### src/rtl/mc_pkg.sv
// mc_pkg -- encodings shared by the multicycle control FSM and the ALU
// control decoder: opcodes, state codes, alu_op, alu_src_b and pc_src
// selects, plus a helper that recognises the supported opcodes.
package mc_pkg;

    // Opcodes (IR[31:26])
    localparam logic [5:0] OP_RTYPE = 6'b000000;
    localparam logic [5:0] OP_LW    = 6'b100011;
    localparam logic [5:0] OP_SW    = 6'b101011;
    localparam logic [5:0] OP_BEQ   = 6'b000100;
    localparam logic [5:0] OP_ADDI  = 6'b001000;
    localparam logic [5:0] OP_J     = 6'b000010;

    // FSM state codes; 12-15 are unused and recover to S_FETCH.
    typedef enum logic [3:0] {
        S_FETCH  = 4'd0,
        S_DECODE = 4'd1,
        S_MEMADR = 4'd2,
        S_MEMRD  = 4'd3,
        S_MEMWB  = 4'd4,
        S_MEMWR  = 4'd5,
        S_EXEC   = 4'd6,
        S_ALUWB  = 4'd7,
        S_BRANCH = 4'd8,
        S_JUMP   = 4'd9,
        S_ADDIEX = 4'd10,
        S_ADDIWB = 4'd11
    } state_t;

    // ALU control decoder request
    localparam logic [1:0] ALU_ADD   = 2'b00;
    localparam logic [1:0] ALU_SUB   = 2'b01;
    localparam logic [1:0] ALU_FUNCT = 2'b10;

    // ALU operand B select
    localparam logic [1:0] SRCB_REG    = 2'b00;
    localparam logic [1:0] SRCB_FOUR   = 2'b01;
    localparam logic [1:0] SRCB_IMM    = 2'b10;
    localparam logic [1:0] SRCB_IMM_SH = 2'b11;

    // PC source select
    localparam logic [1:0] PC_ALU    = 2'b00;
    localparam logic [1:0] PC_ALUOUT = 2'b01;
    localparam logic [1:0] PC_JUMP   = 2'b10;

    function automatic logic op_supported(input logic [5:0] op);
        return (op == OP_RTYPE) || (op == OP_LW) || (op == OP_SW) ||
               (op == OP_BEQ)   || (op == OP_ADDI) || (op == OP_J);
    endfunction

endpackage

### src/rtl/mc_next_state.sv
// mc_next_state -- pure combinational next-state logic of the multicycle
// control FSM.
//   state      : current state
//   opcode     : IR[31:26]; only consulted in DECODE and MEMADR
//   mem_ready  : memory completes the current access this cycle
//   next_state : state to load on the next rising edge
module mc_next_state
    import mc_pkg::*;
(
    input  state_t     state,
    input  logic [5:0] opcode,
    input  logic       mem_ready,
    output state_t     next_state
);

    always_comb begin
        // NOTE: default first so every path assigns next_state and no latch is inferred.
        next_state = S_FETCH;
        case (state)
            S_FETCH:  next_state = mem_ready ? S_DECODE : S_FETCH;
            S_DECODE: begin
                case (opcode)
                    OP_LW, OP_SW: next_state = S_MEMADR;
                    OP_RTYPE:     next_state = S_EXEC;
                    OP_BEQ:       next_state = S_BRANCH;
                    OP_J:         next_state = S_JUMP;
                    OP_ADDI:      next_state = S_ADDIEX;
                    default:      next_state = S_FETCH;
                endcase
            end
            S_MEMADR: begin
                if (opcode == OP_LW)      next_state = S_MEMRD;
                else if (opcode == OP_SW) next_state = S_MEMWR;
                else                      next_state = S_FETCH;
            end
            S_MEMRD:  next_state = mem_ready ? S_MEMWB : S_MEMRD;
            S_MEMWR:  next_state = mem_ready ? S_FETCH : S_MEMWR;
            S_EXEC:   next_state = S_ALUWB;
            S_ADDIEX: next_state = S_ADDIWB;
            default:  next_state = S_FETCH;  // write-back, branch, jump, unused codes
        endcase
    end

endmodule

### src/rtl/multicycle_control.sv
// multicycle_control -- control unit of a multicycle MIPS-style datapath.
// Holds the state register and the completed-fetch counter; control
// outputs are a combinational decode of the current state.
//   clk, rst_n            : clock, asynchronous active-low reset
//   opcode, mem_ready     : instruction opcode, memory handshake
//   mem_read, mem_write, i_or_d            : memory strobes, address select
//   ir_write, pc_write, pc_write_cond      : IR / PC / branch-PC enables
//   reg_write, reg_dst, mem_to_reg         : register-file write controls
//   alu_src_a, alu_src_b, alu_op, pc_src   : datapath selects
//   illegal_op            : pulse in DECODE of an unsupported opcode
//   state_dbg, instr_count: current state code, completed fetch count
module multicycle_control
    import mc_pkg::*;
(
    input  logic        clk,
    input  logic        rst_n,
    input  logic [5:0]  opcode,
    input  logic        mem_ready,
    output logic        mem_read,
    output logic        mem_write,
    output logic        i_or_d,
    output logic        ir_write,
    output logic        pc_write,
    output logic        pc_write_cond,
    output logic        reg_write,
    output logic        reg_dst,
    output logic        mem_to_reg,
    output logic        alu_src_a,
    output logic [1:0]  alu_src_b,
    output logic [1:0]  alu_op,
    output logic [1:0]  pc_src,
    output logic        illegal_op,
    output logic [3:0]  state_dbg,
    output logic [31:0] instr_count
);

    state_t      state_q;
    state_t      state_d;
    logic [31:0] instr_count_q;

    mc_next_state u_next_state (
        .state      (state_q),
        .opcode     (opcode),
        .mem_ready  (mem_ready),
        .next_state (state_d)
    );

    always_ff @(posedge clk or negedge rst_n) begin
        if (!rst_n) begin
            state_q       <= S_FETCH;
            instr_count_q <= '0;
        end else begin
            // NOTE: sequential state uses non-blocking assignments so all registers update together.
            state_q <= state_d;
            if (state_q == S_FETCH && mem_ready)
                instr_count_q <= instr_count_q + 32'd1;  // wraps naturally
        end
    end

    assign state_dbg   = state_q;
    assign instr_count = instr_count_q;

    always_comb begin
        mem_read      = 1'b0;
        mem_write     = 1'b0;
        i_or_d        = 1'b0;
        ir_write      = 1'b0;
        pc_write      = 1'b0;
        pc_write_cond = 1'b0;
        reg_write     = 1'b0;
        reg_dst       = 1'b0;
        mem_to_reg    = 1'b0;
        alu_src_a     = 1'b0;
        alu_src_b     = SRCB_REG;
        alu_op        = ALU_ADD;
        pc_src        = PC_ALU;
        illegal_op    = 1'b0;
        case (state_q)
            S_FETCH: begin
                mem_read  = 1'b1;
                alu_src_b = SRCB_FOUR;
                ir_write  = mem_ready;
                pc_write  = mem_ready;
            end
            S_DECODE: begin
                alu_src_b  = SRCB_IMM_SH;  // branch target precompute
                illegal_op = !op_supported(opcode);
            end
            S_MEMADR, S_ADDIEX: begin
                alu_src_a = 1'b1;
                alu_src_b = SRCB_IMM;
            end
            S_MEMRD: begin
                mem_read = 1'b1;
                i_or_d   = 1'b1;
            end
            S_MEMWR: begin
                mem_write = 1'b1;
                i_or_d    = 1'b1;
            end
            S_MEMWB: begin
                reg_write  = 1'b1;
                mem_to_reg = 1'b1;
            end
            S_ADDIWB: reg_write = 1'b1;
            S_ALUWB: begin
                reg_write = 1'b1;
                reg_dst   = 1'b1;
            end
            S_EXEC: begin
                alu_src_a = 1'b1;
                alu_op    = ALU_FUNCT;
            end
            S_BRANCH: begin
                alu_src_a     = 1'b1;
                alu_op        = ALU_SUB;
                pc_write_cond = 1'b1;
                pc_src        = PC_ALUOUT;
            end
            S_JUMP: begin
                pc_write = 1'b1;
                pc_src   = PC_JUMP;
            end
            default: ;  // unused codes: everything stays 0
        endcase

        // The state register already reads FETCH during reset, so the
        // FETCH strobes must be suppressed explicitly.
        if (!rst_n) begin
            mem_read      = 1'b0;
            mem_write     = 1'b0;
            ir_write      = 1'b0;
            pc_write      = 1'b0;
            pc_write_cond = 1'b0;
            reg_write     = 1'b0;
            illegal_op    = 1'b0;
        end
    end

endmodule

### config.mk
export PLATFORM = sky130hd
export DESIGN_NAME = multicycle_control
export DESIGN_NICKNAME = d
export VERILOG_FILES = /design/src/rtl/mc_pkg.sv /design/src/rtl/mc_next_state.sv /design/src/rtl/multicycle_control.sv
export SDC_FILE = /design/constraint.sdc
export NUM_CORES = 1
export LEC_CHECK = 0
export BUFFER_PORTS_ARGS = -buffer_cell sky130_fd_sc_hd__buf_2
export CORE_MARGIN = 5
export CORE_UTILIZATION = 55
export DETAILED_ROUTE_END_ITERATION = 16
export HOLD_SLACK_MARGIN = 0.06
export PLACE_DENSITY = 0.93
export SLEW_MARGIN = 20
export SYNTH_ARGS = -nofsm -noshare
export SYNTH_HDL_FRONTEND = slang
export SYNTH_SLANG_ARGS = --single-unit
### constraint.sdc
create_clock -name clk -period 3.4 [get_ports clk]
set_input_delay 0.51 -clock clk [delete_from_list [all_inputs] [get_ports clk]]
set_output_delay 0.51 -clock clk [all_outputs]
set_load 0.01 [all_outputs]
## Word-level counts from Yosys, hierarchy flattened

Index checks and enable logic that the tools add are counted.

- Output and inout port bits: 53
- Word-level logic and storage cells: 62
- Bits in registers: 36
- Bits of input ports: 9

- Add/subtract/negate cells: 1
- Equality and inequality tests: 16
- Mux-type cells: 28
- Reductions and logical operators: 15

Operators by type and width:

| cell | number |
|---|---|
| 32-bit by 1-bit adder with 32-bit output (second input constant) | 1 |
| 4-bit one-hot mux with 7 select lines | 1 |
| 4-bit one-hot mux with 5 select lines | 1 |
| 1-bit 2-to-1 mux | 18 |
| 4-bit by 3-bit == test with 1-bit output (second input constant) | 4 |
| 4-bit == test (second input constant) | 4 |
| 6-bit == test (second input constant) | 2 |
| 3-bit 2-to-1 mux | 3 |
| 4-bit by 2-bit == test with 1-bit output (second input constant) | 2 |
| 2-bit one-hot mux with 2 select lines | 2 |
| 2-bit OR reduction | 4 |
| 6-bit by 2-bit == test with 1-bit output (second input constant) | 1 |
| 6-bit by 3-bit == test with 1-bit output (second input constant) | 1 |
| 6-bit by 4-bit == test with 1-bit output (second input constant) | 1 |
| 6-bit zero test | 1 |
| 2-bit one-hot mux with 3 select lines | 1 |
| 1-bit logical OR | 5 |
| 4-bit by 1-bit == test with 1-bit output (second input constant) | 1 |
| 4-bit zero test | 1 |
| 4-bit 2-to-1 mux | 1 |
| 4-bit OR reduction | 1 |
| 3-bit OR reduction | 1 |
| 1-bit one-hot mux with 2 select lines | 1 |
| 1-bit logical AND | 1 |
| 1-bit zero test | 1 |

## Depth between registers and ports, before layout

- Depth in word-level cells: 9
- Mapped depth: 5
- Mapped depth without buffers: 5

## Modules after synthesis

From an unflattened synthesis, not the netlist that was laid out.

- Cells, all modules: 216
- Area total of the unflattened synthesis: 2,158.3 µm²

By module, submodules not included:

| module | sequential area each (µm²) | cells each | times used | area each (µm²) |
|---|---|---|---|---|
| multicycle_control | 900.9 | 183 | 1 | 1,910.6 |
| mc_next_state | 0.0 | 33 | 1 | 247.7 |

## Worst setup path after synthesis

OpenSTA, ideal clock, no wires.

- Path type: in2reg
- Start point: input port mem_ready
- End point: register instr_count_q[29] (netlist: instr_count[29])
- Arrival: 1,858 ps
- Path buffers: 1
- Cell stages on the path: 5
- Required time: 3,275 ps
- Setup time: 125 ps
- Slack: 1,417 ps
- Cells stage by stage: buf_2 -> or4b_4 -> nor4_4 -> nand4_1 -> xnor2_1

- Longest elaborated chain between the ends: 1

Ends and longest elaborated chain:

| what | line | source |
|---|---|---|
| start: declaration | multicycle_control.sv:18 | `input logic mem_ready,` |
| 1-bit logical AND | multicycle_control.sv:55 | `if (state_q == S_FETCH && mem_ready)` |
| end signal: assignment | multicycle_control.sv:56 | `instr_count_q <= instr_count_q + 32'd1;` |
| end: declaration | multicycle_control.sv:39 | `logic [31:0] instr_count_q;` |

No other way between the ends.
A chain may end at the register's enable or synchronous reset.

## Final worst setup path

- Start point: register state_q[1] (netlist: state_dbg[1])
- End point: output port ir_write

- Longest elaborated chain between the ends: 3

Ends and longest elaborated chain:

| what | line | source |
|---|---|---|
| start: declaration | multicycle_control.sv:37 | `state_t state_q;` |
| start signal: assignment | multicycle_control.sv:54 | `state_q <= state_d;` |
| 4-bit zero test | multicycle_control.sv:78 | `case (state_q)` |
| 1-bit 2-to-1 mux | multicycle_control.sv:78 |  |
| 1-bit 2-to-1 mux | multicycle_control.sv:129 | `if (!rst_n) begin` |
| end: declaration | multicycle_control.sv:22 | `output logic ir_write,` |

No other way between the ends.

==> flow_results.org <==
** Outcome
- The flow ran to the end, and the final reports show no timing, DRC or antenna violations.

** Final layout
- Cells with a size suffix above 1 make up 27.4% of the layout.
- Once layout is done, the placed cells without fillers occupy 2480 um^2.
- Antenna cells :: 0
- Number of nets in the finished design :: 286
- Relative to the synthesized area, the layout overhead comes to 22.1%.

** Placed design
- Placer Congestion :: 0.873
- Detailed placement finished with a half-perimeter wire length of 3.54 mm.
- During placement, the flow inserted port buffers numbering 61.
- Cell area reported after detailed placement :: 2370 um^2
- Before CTS, the worst setup slack after placement is 1.23 ns.

** Setup path
- In this run the worst path has a maximum fanout of 18.
- WS Path Type :: flop to output pin
- Worst path required time :: 2.89 ns
- Data on the critical path arrives at its endpoint at 1.74 ns.
- Among cell families on the critical path, the largest total delay comes from simple AND/OR/NAND/NOR gates.
- Traced cell by cell, the critical path runs through nor2_1 -> nand3_1 -> nor2_1 -> buf_2.
- The worst setup path is launched from a flop.
- Cell repeated most along the worst path :: sky130_fd_sc_hd__nor2_1
- The worst setup path is captured at an output pin.
- Among all stages on the critical path, the largest delay is contributed by sky130_fd_sc_hd__dfrtp_1.
- Max stage delay on crit path :: 0.55 ns
- Count of buffering cells on the critical path with inverters included :: 1

** Yosys
- After synthesis, the largest family of logic cells by area is simple AND/OR/NAND/NOR gates.
- Number of synthesis warnings :: 0
- Simple-gate portion of the synthesized area :: 33.1%
- For this run, the leading register cell type out of synthesis is sky130_fd_sc_hd__dfrtp_1.
- Proportion of netlist area held by the largest area contributor :: 44.4%
- Net count after synthesis :: 223
- Share of async-settable or async-resettable flops after synthesis :: 100%
- After Yosys synthesis, XOR and XNOR cells account for 14.3% of the synthesized area.
- Most area-hungry cell type in the Yosys netlist :: sky130_fd_sc_hd__dfrtp_1
- Arithmetic-cell share of the synthesized area counting full adders, half adders and majority gates :: 0.617%
- Seq cells post-synth :: 36
- Counting distinct cell types in the post-synthesis netlist gives 38.
- The share of the Yosys chip area taken by registers is 44.4%.
- Share of the synthesized area in compound gates (AO/OA/AOI/OAI) :: 5.49%
- Sorting the synthesized cells by how often they occur yields sky130_fd_sc_hd__dfrtp_1 (36), sky130_fd_sc_hd__xnor2_1 (23), sky130_fd_sc_hd__nor2_1 (21).
- A synthesized cell averages 9.52 um^2.
- Multiplexer cells account for 0% of the synthesized area.
- Summing every instance area after synthesis gives 2030 um^2.
- Among all cell types in the netlist, the one instantiated most often is sky130_fd_sc_hd__dfrtp_1.
- After synthesis, the cell types taking the most area are sky130_fd_sc_hd__dfrtp_1 (44%), sky130_fd_sc_hd__xnor2_1 (9.9%), sky130_fd_sc_hd__nand4_1 (4.3%).
- Number of flops mapped to enable cells by yosys :: 0
- After technology mapping, the gate count stands at 213.

** Drt
- Dividing the detail-routed wire length by the instance count gives 14.8 um.
- Vias per cell :: 5.75
- Initial drt markers :: 139
- In the routed design, unresolved DRC markers number 0.
- Total number of vias :: 1,870
- The detail route stage leaves a number of antenna-violating nets equal to 0.
- WL final :: 4.81 mm
- The pre-antenna-repair detailed-routing pass consisted of 4 iterations.

** Floorplanning
- After floorplanning, the core was sized to cover 3610 um^2.
- In this run the core area contains 22 standard-cell rows.
- Top-level I/O count :: 62
- Once the floorplan was initialized, standard cells occupied 56.2% of the core.
- Die outline area :: 5000 um^2
- Die W :: 70.7 um
- From bottom edge to top edge, the die measures 70.7 um.

** Clock network
- The later pin in the worst-skew pair is clocked with a latency of 0.29 ns.
- Clock-pin slew was measured on the worst setup and hold paths at 0.07 ns.
- The tree is rooted in a sky130_fd_sc_hd__clkbuf_8.
- TritonCTS built the clock tree.
- The number of clock buffers added by TritonCTS is 5.
- Maximum buffer depth of the clock tree :: 2
- CTS saw 36 sinks.
- Number of H-tree levels :: 2
- Once the clock tree was built, the resizer swapped 0 gates to a different size.

** Global routing
- The first global-routing pass estimated 8.27 mm of wire.
- Vias in the first global route :: 1,828
- Summed over all layers, the global routing overflow is 0.
- Entering global routing, the biggest net connects 35 pins.
- Tot GR Track Use :: 20.4%
- The number of antenna violations at the first check in global routing came to 0.

** Timing
- For the final routed database, the setup TNS stands at 0 ns.
- The total count of hold-check failures in the final report was 0.
- Actual slew at the worst max-slew pin :: 0.962 ns
- Slew HR :: 35.3%
- Setup repair after global routing left no endpoint under its margin.
- Setup violations remaining at the end of the flow were counted as 0.
- Fin crit share :: 66.2%
- Layout Skew :: 0.00354 ns
- Number of pins exceeding their max-slew limit in the final report :: 0
- Across all setup checks in the final design, the least slack found is 1.15 ns.
- Clock period minus final worst setup slack :: 2.25 ns
- Static timing analysis puts the maximum clock frequency at 0.444 GHz.

** Min path
- Hold Crit Class :: flop to flop

** Power
- For this design the ratio of total power to cell area is 428 nW/um^2.
- Summed over all cells, the static leakage comes to 0.00123 uW.
- Maximum vdd drop :: 218 uV
- After layout, the design draws a total of 1060 uW.

** Job
- Reported max-cap violation count :: 0
-- through the flow --
| step | util [%] | hold WS, ns | instances |
|---|---|---|---|
| finish | 68.7 | 0.470 | 325 |
| global route | 68.7 | 0.514 | 325 |
| CTS | 68.7 | 0.470 | 325 |
| detailed placement | 65.8 | 0.354 | 316 |
| global placement | 65.8 | 0.352 | 316 |
| floorplan | - | 0.214 | 213 |
-- worst register-to-register path: stages (launching register included) --
cell and delay, ns:
sky130_fd_sc_hd__dfrtp_1 0.59, sky130_fd_sc_hd__or4b_4 0.64, sky130_fd_sc_hd__nor4_4 0.48, sky130_fd_sc_hd__nand4_1 0.20, sky130_fd_sc_hd__xnor2_1 0.17
-- report_power, final --
| part | switching, uW | internal [uW] |
|---|---|---|
| Clock | 145 | 161 |
| Sequential | 68.0 | 473 |
| Combinational | 119 | 92.9 |
-- registers in the layout, summed over array words and instances, names as in the netlist --
name,cells
state_dbg,4
instr_count,32
-- area by class of cell --
| cell class | count | area (um^2) |
|---|---|---|
| fill | 277 | 1130 |
| clock inverter | 2 | 10.0 |
| tap | 48 | 60.1 |
| sequential | 36 | 901 |
| multi-input combinational | 166 | 1080 |
| inverter | 4 | 15.0 |
| clock buffer | 6 | 82.6 |
| timing repair buffer | 63 | 323 |
-- path summary, 6_finish.rpt --
| kind | from | to | slack [ns] | depth (start not counted) |
|---|---|---|---|---|
| setup / recovery | state_dbg[1]$_DFF_PN0_ | ir_write | 1.15 | 4 |
| hold / removal | instr_count[31]$_DFFE_PN0P_ | instr_count[31]$_DFFE_PN0P_ | 0.47 | 1 |
| setup reg to reg | state_dbg[3]$_DFF_PN0_ | instr_count[29]$_DFFE_PN0P_ | 1.22 | 4 |
| hold reg to reg | instr_count[31]$_DFFE_PN0P_ | instr_count[31]$_DFFE_PN0P_ | 0.47 | 1 |
| max in group asynchronous | rst_n | instr_count[26]$_DFFE_PN0P_ | 2.13 | 3 |
| min in group asynchronous | rst_n | state_dbg[3]$_DFF_PN0_ | 0.61 | 2 |
-- logic make-up (layout without fill, tap and decap cells) --
kind of cell    after synthesis  count (layout)
xor+xnor                     33              33
simple gates                115             115
buf+inv                      11              75
compound gates               17              17
flops                        36              36
fa+ha+maj                     1               1
-- metal layers --
metal	track usage [%]	wire (um)	vias up
met5	0	0	-
met4	7.93	77	0
met3	5.11	337	6
met2	34.2	2370	67
met1	25.4	2020	900
li1	-	-	897
-- cell usage in the layout (no fill, tap or decap), types with 2 or more instances in the layout --
cell type,instances
sky130_fd_sc_hd__a21oi_1,6
sky130_fd_sc_hd__o21ai_0,3
sky130_fd_sc_hd__nor4_4,2
sky130_fd_sc_hd__clkinv_2,2
sky130_fd_sc_hd__nor3b_1,2
sky130_fd_sc_hd__dfrtp_1,36
sky130_fd_sc_hd__o221ai_1,2
sky130_fd_sc_hd__nand4_1,14
sky130_fd_sc_hd__xnor2_1,23
sky130_fd_sc_hd__or3_1,2
sky130_fd_sc_hd__nor3_1,7
sky130_fd_sc_hd__nand2_1,18
sky130_fd_sc_hd__buf_2,61
sky130_fd_sc_hd__nor4_1,4
sky130_fd_sc_hd__nand4b_1,3
sky130_fd_sc_hd__inv_1,4
sky130_fd_sc_hd__clkbuf_8,6
sky130_fd_sc_hd__nand3_1,13
sky130_fd_sc_hd__nand2b_1,4
sky130_fd_sc_hd__and2_1,4
sky130_fd_sc_hd__or4_1,3
sky130_fd_sc_hd__nor2_1,21
sky130_fd_sc_hd__and3_1,7
sky130_fd_sc_hd__and4_1,3
sky130_fd_sc_hd__xor2_1,10
sky130_fd_sc_hd__o311ai_0,2
-- repair_timing --
item / CTS / global route
hold buffers: 1 / 0
setup buffers: 0 / 0
hold endpoints to repair: 2 / 0
Note: power is estimated with default switching activity, not from simulation.
